## src/rtl/bit_split_pkg.sv

```systemverilog
// Shared ALU constants and the bit_split handshake state encoding.
package bit_split_pkg;

    localparam int ALU_WIDTH = 32;
    localparam int ALU_IDXW  = 5;

    typedef enum logic {
        IDLE = 1'b0,
        EMIT = 1'b1
    } state_t;

endpackage

```

## src/rtl/bit_split_if.sv

```systemverilog
// Valid/ready word-in, beat-out bus for bit_split.
interface bit_split_if #(
    parameter int WIDTH = 32,
    parameter int IDXW  = 5
);
    logic             in_valid;
    logic             in_ready;
    logic [WIDTH-1:0] in0;
    logic             out_valid;
    logic             out_ready;
    logic [WIDTH-1:0] out;
    logic [IDXW-1:0]  out_idx;
    logic             out_last;
    logic [IDXW:0]    out_cnt;

    modport master (
        output in_valid, in0, out_ready,
        input  in_ready, out_valid, out, out_idx, out_last, out_cnt
    );

    modport slave (
        input  in_valid, in0, out_ready,
        output in_ready, out_valid, out, out_idx, out_last, out_cnt
    );
endinterface

```

## src/rtl/bit_split_lsb_onehot_enc.sv

```systemverilog
// Combinational lowest-set-bit isolator: one-hot lowest bit, its index, and a zero flag.
module lsb_onehot_enc #(
    parameter int WIDTH = 32,
    parameter int IDXW  = 5
) (
    input  logic [WIDTH-1:0] residue,
    output logic [WIDTH-1:0] lowest,
    output logic [IDXW-1:0]  idx,
    output logic             is_zero
);

    // Two's-complement trick kept at WIDTH bits so bit 31 never spills or sign-extends.
    assign lowest  = residue & ((~residue) + WIDTH'(1));
    assign is_zero = (residue == '0);

    always_comb begin
        idx = '0;
        for (int i = 0; i < WIDTH; i++) begin
            if (lowest[i]) begin
                idx = IDXW'(i);
            end
        end
    end

endmodule

```

## src/rtl/bit_split.sv

```systemverilog
// Splits an accepted word into one-hot beats, lowest set bit first, over valid/ready.
module bit_split
    import bit_split_pkg::*;
#(
    parameter int WIDTH = ALU_WIDTH,
    parameter int IDXW  = ALU_IDXW
) (
    input logic       clk,
    input logic       rst_n,
    bit_split_if.slave bus
);

    state_t           state_q, state_d;
    logic [WIDTH-1:0] residue_q, residue_d;
    logic [IDXW:0]    cnt_q, cnt_d;

    logic [WIDTH-1:0] lowest;
    logic [IDXW-1:0]  low_idx;
    logic             res_zero;
    logic             last_beat;

    lsb_onehot_enc #(
        .WIDTH (WIDTH),
        .IDXW  (IDXW)
    ) u_enc (
        .residue (residue_q),
        .lowest  (lowest),
        .idx     (low_idx),
        .is_zero (res_zero)
    );

    // An empty word is its own last beat; otherwise last when nothing remains above lowest.
    assign last_beat = res_zero || ((residue_q & ~lowest) == '0);

    always_comb begin
        state_d   = state_q;
        residue_d = residue_q;
        cnt_d     = cnt_q;
        case (state_q)
            IDLE: begin
                if (bus.in_valid) begin
                    state_d   = EMIT;
                    residue_d = bus.in0;
                    cnt_d     = (IDXW+1)'(1);
                end
            end
            EMIT: begin
                if (bus.out_ready) begin
                    if (last_beat) begin
                        state_d   = IDLE;
                        residue_d = '0;
                        cnt_d     = '0;
                    end else begin
                        residue_d = residue_q & ~lowest;
                        cnt_d     = cnt_q + (IDXW+1)'(1);
                    end
                end
            end
            default: begin
                state_d   = IDLE;
                residue_d = '0;
                cnt_d     = '0;
            end
        endcase
    end

    always_ff @(posedge clk or negedge rst_n) begin
        if (!rst_n) begin
            state_q   <= IDLE;
            residue_q <= '0;
            cnt_q     <= '0;
        end else begin
            state_q   <= state_d;
            residue_q <= residue_d;
            cnt_q     <= cnt_d;
        end
    end

    assign bus.in_ready  = (state_q == IDLE);
    assign bus.out_valid = (state_q == EMIT);
    assign bus.out       = lowest;
    assign bus.out_idx   = low_idx;
    assign bus.out_last  = (state_q == EMIT) && last_beat;
    assign bus.out_cnt   = cnt_q;

endmodule
```

## src/flat_wrapper.sv

```systemverilog
// flat-port wrapper written by rule: the top's interface ports become plain ports
module bit_split_flat import bit_split_pkg::*;
#(
    parameter int WIDTH = ALU_WIDTH,
    parameter int IDXW  = ALU_IDXW
)
  (clk, rst_n, bus_in_valid, bus_in0, bus_out_ready, bus_in_ready, bus_out_valid, bus_out, bus_out_idx, bus_out_last, bus_out_cnt);
  bit_split_if #(.WIDTH(WIDTH), .IDXW(IDXW)) bus_i ();
  input logic clk;
  input logic rst_n;
  input wire logic [$bits(bus_i.in_valid)-1:0] bus_in_valid;
  input wire logic [$bits(bus_i.in0)-1:0] bus_in0;
  input wire logic [$bits(bus_i.out_ready)-1:0] bus_out_ready;
  output wire logic [$bits(bus_i.in_ready)-1:0] bus_in_ready;
  output wire logic [$bits(bus_i.out_valid)-1:0] bus_out_valid;
  output wire logic [$bits(bus_i.out)-1:0] bus_out;
  output wire logic [$bits(bus_i.out_idx)-1:0] bus_out_idx;
  output wire logic [$bits(bus_i.out_last)-1:0] bus_out_last;
  output wire logic [$bits(bus_i.out_cnt)-1:0] bus_out_cnt;
  assign bus_i.in_valid = bus_in_valid;
  assign bus_i.in0 = bus_in0;
  assign bus_i.out_ready = bus_out_ready;
  assign bus_in_ready = bus_i.in_ready;
  assign bus_out_valid = bus_i.out_valid;
  assign bus_out = bus_i.out;
  assign bus_out_idx = bus_i.out_idx;
  assign bus_out_last = bus_i.out_last;
  assign bus_out_cnt = bus_i.out_cnt;
  bit_split #(.WIDTH(WIDTH), .IDXW(IDXW)) u_core (.clk(clk), .rst_n(rst_n), .bus(bus_i));
endmodule
```

## config.mk

```make
export PLATFORM = sky130hd
export DESIGN_NAME = bit_split_flat
export DESIGN_NICKNAME = d
export VERILOG_FILES = /design/src/rtl/bit_split_pkg.sv /design/src/rtl/bit_split_if.sv /design/src/rtl/bit_split_lsb_onehot_enc.sv /design/src/rtl/bit_split.sv /design/src/flat_wrapper.sv
export SDC_FILE = /design/constraint.sdc
export NUM_CORES = 1
export LEC_CHECK = 0
export ABC_AREA = 1
export CORE_MARGIN = 5
export CORE_UTILIZATION = 25
export CTS_CLUSTER_DIAMETER = 200
export CTS_CLUSTER_SIZE = 10
export DETAILED_ROUTE_END_ITERATION = 12
export MAX_ROUTING_LAYER = met4
export PLACE_DENSITY = 0.48
export RECOVER_POWER = 100
export SLEW_MARGIN = 20
export SYNTH_ARGS = -nofsm -noshare
export SYNTH_HDL_FRONTEND = slang
export SYNTH_SLANG_ARGS = --single-unit
```

## constraint.sdc

```tcl
create_clock -name clk -period 2.1 [get_ports clk]
set_input_delay 0.42 -clock clk [delete_from_list [all_inputs] [get_ports clk]]
set_output_delay 0.42 -clock clk [all_outputs]
set_load 0.01 [all_outputs]
```

## Yosys cells after proc, flatten, opt, wreduce, memory -nomap -nowiden

Cells that the tools add are included.

- Add/sub/neg operators: 2
- Eq/ne operators: 2
- Mux-type cells: 43
- Bitwise gates (word level): 5
- Reduce and logical (&&, ||, !) cells: 5

Operators with widths:

| operator | count |
|---|---|
| $mux W5 | 30 |
| $mux W32 | 3 |
| $and A32 B32 Y32 | 2 |
| $logic_not A32 Y1 | 2 |
| $not A32 Y32 | 2 |
| $pmux W32 S2 | 1 |
| $add A32 B1 Y32 const B | 1 |
| $mux W6 | 3 |
| $pmux W6 S2 | 1 |
| $add A6 B1 Y6 const B | 1 |
| $mux W1 | 4 |
| $ne A2 B2 Y1 const B | 2 |
| $pmux W1 S2 | 1 |
| $reduce_and A2 Y1 | 1 |
| $logic_and A1 B1 Y1 | 1 |
| $logic_or A1 B1 Y1 | 1 |
| $not A1 Y1 | 1 |

- Flip-flop bits (word level): 39
- Output and inout bits: 46
- Logic and storage cells: 60

## Longest topological paths before layout

- Depth in word-level cells: 34
- Gate-level depth with buffers: 14
- Mapped depth without buffers: 14

## Cells and area by module

Synthesis repeated with hierarchy kept, for this count alone.

- Cells, all modules: 505
- Area total of the unflattened synthesis: 3141.8 µm²

By module, submodules not included:

| module | times used | cells an instance | area each (µm²) | seq. area each (µm²) |
|---|---|---|---|---|
| bit_split | 1 | 347 | 2343.5 | 975.9 |
| lsb_onehot_enc | 1 | 158 | 798.3 | 0.0 |

## Worst setup path before layout

Ideal clock, no wire load.

- Path type: register -> output
- From: reg u_core.residue_q[0]
- To: out bus_out_idx[4]
- Arrival time: 1813 ps
- Data required time: 1680 ps
- Slack: -133 ps
- Cell stages (with the launch flop): 11
- Buffers on the path: 0
- Cell sequence: dfrtp_1 -> nor2_4 -> nand2_2 -> nor3_4 -> nand3_4 -> nor2_1 -> inv_1 -> o21ai_0 -> o21bai_1 -> nor2_1 -> nand3_1

- Elaborated cells between the ends (all ways): 32
- Classes of those cells: add/sub (1); mux (29); bitwise (2)

RTL lines:

| item | line | source |
|---|---|---|
| start: declaration | bit_split.sv:14 | `logic [WIDTH-1:0] residue_q, residue_d;` |
| start signal: assignment | bit_split.sv:74 | `residue_q <= residue_d;` |
| $not A32 Y32 | bit_split_lsb_onehot_enc.sv:13 | `assign lowest = residue & ((~residue) + WIDTH'(1));` |
| $add A32 B1 Y32 | bit_split_lsb_onehot_enc.sv:13 |  |
| $and A32 B32 Y32 | bit_split_lsb_onehot_enc.sv:13 |  |
| via bus_out[23] | flat_wrapper.sv:16 | `output wire logic [$bits(bus_i.out)-1:0] bus_out;` |
| $mux W5 (9 in series) | bit_split_lsb_onehot_enc.sv:19 | `if (lowest[i]) begin` |
| end: declaration | flat_wrapper.sv:17 | `output wire logic [$bits(bus_i.out_idx)-1:0] bus_out_idx;` |

The timed path passes the listed nets, and every way through them passes these cells.

## Final worst setup path

- From: reg u_core.residue_q[0]
- To: out bus_out_last

- Cells in the longest elaborated chain, start to end: 8
- Elaborated cells between the ends (all ways): 9
- Classes of those cells: add/sub (1); bitwise (4); reduce/logical (4)

Ends and longest elaborated chain:

| item | line | source |
|---|---|---|
| $not A32 Y32 | bit_split_lsb_onehot_enc.sv:13 |  |
| $add A32 B1 Y32 | bit_split_lsb_onehot_enc.sv:13 |  |
| $and A32 B32 Y32 | bit_split_lsb_onehot_enc.sv:13 |  |
| $not A32 Y32 | bit_split.sv:33 | `assign last_beat = res_zero \|\| ((residue_q & ~lowest) == '0);` |
| $and A32 B32 Y32 | bit_split.sv:33 |  |
| $logic_not A32 Y1 | bit_split.sv:33 |  |
| $logic_or A1 B1 Y1 (*) | bit_split.sv:33 |  |
| $logic_and A1 B1 Y1 (*) | bit_split.sv:83 | `assign bus.out_last = (state_q == EMIT) && last_beat;` |
| end: declaration | flat_wrapper.sv:18 | `output wire logic [$bits(bus_i.out_last)-1:0] bus_out_last;` |

Mark *: on every way between the ends. The rest lies on a longest branch, timed or not.

==> reports/metrics.yaml <==
status:
  status: "finished, violations left"
  violations: "setup timing"
die:
  die_w_um: 119
  fp-row-count: 40
  design.core.area_mm2: 0.0119
  design.die.area_mm2: 0.0143
  die_h_um: 119
  ios: 82
  initial_core_util: 0.252
clocking:
  cts_buffers: 5
  clk_latency_ns: 0.29
  cts_max_path_buffers: 2
  cts_tree: "done"
  clk_pin_slew_ns: 0.06
  cts_root_buf: "clkbuf_16"
  clkSinkCount: 39
  htreeDepth: 2
  cts_hold_buf: 0
worst_setup_path:
  crit_fanout: 6
  cp.required_ns: 1.68
  worstSetupPathType: "flop to primary output"
  worst-r2r-cell-count: 14
  arrival_ns: 2.28
  crit_buf_inv: 2
  slowest_stage: "dfrtp_1"
  cp_top_family: "simple AND/OR/NAND/NOR gates"
  end_kind: "primary output"
  critPathLaunchType: "flop"
  cpPeakStageDelay_ns: 0.40
  crit_path_cell_trace: "nor2_4, nand2_2, nor3_4, buf_6, nand4_1, nand2_1, nand4_1, nor2_2, nand3_2, nor2_4, buf_6"
  cp.depth: 11
grt:
  grtUsageTotal: 0.177
  grt_pass1_vias: 4193
  grt_pass1_wl_mm: 20.2
  grt_max_degree: 43
  grt_antenna_before_repair: 0
  overflow: 0
yosys:
  synthCells: 481
  yosysWarnings: 0
  netlist_area_mm2: 0.00299
  syn-num-nets: 518
  avgSynthCellArea_um2: 6.22
  yosys.cell_types.count: 33
  synth_seq_cells: 39
  yosysSeqAreaShare: 0.326
routing:
  ant_nets: 0
  drt_iter0_markers: 185
  routed_wl_mm: 12.5
  vias: 4021
  route.detailed.drc: 0
  wl_per_cell_um: 14.3
  firstDrtPassIters: 4
  viasPerCell: 4.62
timing:
  worst_slew_pin_slew_ns: 1.16
  setup_ws_ns: -0.601
  rsz0062_at_grt: "yes"
  fin_crit_ns: 2.70
  fin_crit_sh: 1.29
  slew_headroom: 0.228
  hold_violations: 0
  setup_viol: 37
  max_freq_mhz: 370
  skew_ns: 0.00509
  drv_slew: 0
layout:
  fin_nets: 760
  drive_gt1_frac: 0.469
  syn2layout_area_growth_pct: 102
  antenna_cells: 0
  fill_cells: 1141
  stdcell_area_mm2: 0.00604
  final_util: 0.509
pwr:
  powerDensity_mw_per_mm2: 565
  peakVddDrop_v: 0.000319
  p_leak_nw: 2.92
  finalPower_mw: 3.41
hold_path:
  holdCritPathClass: "primary input to async pin"
placed_design:
  gp_congestion: 0.934
  placed_area_mm2: 0.00500
  dp_hpwl_mm: 9.30
  portBuffers: 81
flow_run:
  maxCapViolCount: 0
## per-layer routing
layer | track usage | wire (um)
met1 | 0.221 | 5600
met3 | 0.0247 | 418
met4 | 0.0358 | 133
met5 | - | 0
met2 | 0.306 | 6320
## cell usage in the layout, fill, tap and decap left out, types with 3 or more instances in the layout
| master | Yosys | routed |
|---|---|---|
| a21oi_1 | 25 | 24 |
| buf_2 | 2 | 6 |
| buf_4 | 1 | 121 |
| buf_6 | 0 | 70 |
| clkbuf_16 | 0 | 5 |
| clkbuf_2 | 0 | 3 |
| clkdlybuf4s50_1 | 0 | 36 |
| dfrtp_1 | 39 | 33 |
| dfrtp_2 | 0 | 6 |
| dlygate4sd2_1 | 0 | 3 |
| dlygate4sd3_1 | 0 | 7 |
| inv_1 | 62 | 41 |
| inv_2 | 3 | 19 |
| inv_4 | 0 | 5 |
| nand2_1 | 102 | 86 |
| nand2_2 | 3 | 13 |
| nand2_4 | 3 | 8 |
| nand3_1 | 35 | 24 |
| nand3_2 | 1 | 7 |
| nand3_4 | 1 | 6 |
| nand4_1 | 14 | 14 |
| nor2_1 | 91 | 55 |
| nor2_2 | 7 | 18 |
| nor2_4 | 4 | 29 |
| nor3_1 | 13 | 6 |
| nor3_4 | 1 | 6 |
| o21ai_0 | 45 | 44 |
| o21ai_1 | 4 | 3 |
## report_power, final
group	internal (mW)	switching, mW
registers	0.898	0.165
logic	0.727	0.735
clock network	0.555	0.332
## logic make-up after synthesis
kind of cell	after synthesis	share of synthesized area
AO/OA/AOI/OAI	78	0.134
adder cells (fa/ha/maj)	1	0.00418
buffers and inverters	80	0.104
flip-flops	39	0.326
multiplexers	1	0.00376
AND/OR/NAND/NOR	282	0.428
## worst reg2reg max path, stage by stage, from the launching register on
cell and delay (ns):
dfrtp_1 0.40, nor2_4 0.19, nand2_2 0.10, nor3_4 0.13, buf_6 0.19, nand4_1 0.15, nand2_1 0.11, nand4_1 0.15
nor2_2 0.23, nand3_2 0.14, buf_4 0.16, buf_6 0.10, buf_6 0.12, nand2_1 0.05, o21ai_1 0.05
## final timing paths
path	startpoint	end	slack, ns
worst max-delay path	u_core.residue_q[0]	bus_out_last	-0.60
worst min-delay path	rst_n	u_core.residue_q[10]	0.34
worst max register to register	u_core.residue_q[0]	u_core.bus.out_cnt[4]	-0.29
worst min register to register	u_core.bus.out_cnt[2]	u_core.bus.out_cnt[2]	0.58
max in group asynchronous	rst_n	u_core.residue_q[3]	0.57
min in group clk	u_core.bus.out_cnt[2]	u_core.bus.out_cnt[2]	0.58
## per-stage QoR
step | TNS, ns | std cells | setup slack, ns | hold slack, ns
final | -8.82 | 870 | -0.601 | 0.343
after global routing | -13.26 | 870 | -0.767 | 0.453
after CTS | -8.24 | 861 | -0.623 | 0.122
after detailed placement | -13.03 | 833 | -0.776 | 0.434
after global placement | -12.35 | 833 | -0.815 | 0.429
after floorplan | -0.190 | 481 | -0.0765 | 0.124
## cells in the mapped netlist, drive strengths merged
| cell type | count | area [um2] |
|---|---|---|
| a31oi | 1 | 6.26 |
| o2111ai | 1 | 8.76 |
| nor3 | 14 | 81.3 |
| a21oi | 25 | 125 |
| dfrtp | 39 | 976 |
| dlygate4sd1 | 1 | 8.76 |
| nand2 | 108 | 435 |
| or2 | 1 | 6.26 |
| nor3b | 1 | 7.51 |
| nor2 | 102 | 430 |
| nand4 | 14 | 87.6 |
| o21ai | 49 | 245 |
| or3 | 1 | 6.26 |
| nand3 | 37 | 203 |
| inv | 65 | 244 |
| o21bai | 1 | 7.51 |
| clkbuf | 10 | 37.5 |
| mux2 | 1 | 11.3 |
| o211ai | 1 | 7.51 |
| ha | 1 | 12.5 |
| buf | 4 | 21.3 |
| nor4 | 4 | 25.0 |
## repair_timing
action | CTS | global route
setup buffers | 26 | 22
endpoints found under the setup margin | 44 | 42
pin swaps | 32 | 31
resized for setup | 247 | 122
## sequential cells by signal, indices dropped and copies added (netlist names)
signal                count
u_core.bus.out_cnt        6
u_core.bus.out_valid      1
u_core.residue_q         32
## area by class of cell
type                    instances  area, um2  share of cell area
clock buffers                   5        125              0.0207
well taps                     147        184              0.0305
inverters                      65        256              0.0425
repair buffers                250       2220               0.368
clock inverters                 2       37.5             0.00622
multi-input cells             362       2230               0.369
flip-flops and latches         39        983               0.163
Note: power is estimated with default switching activity, not from simulation.
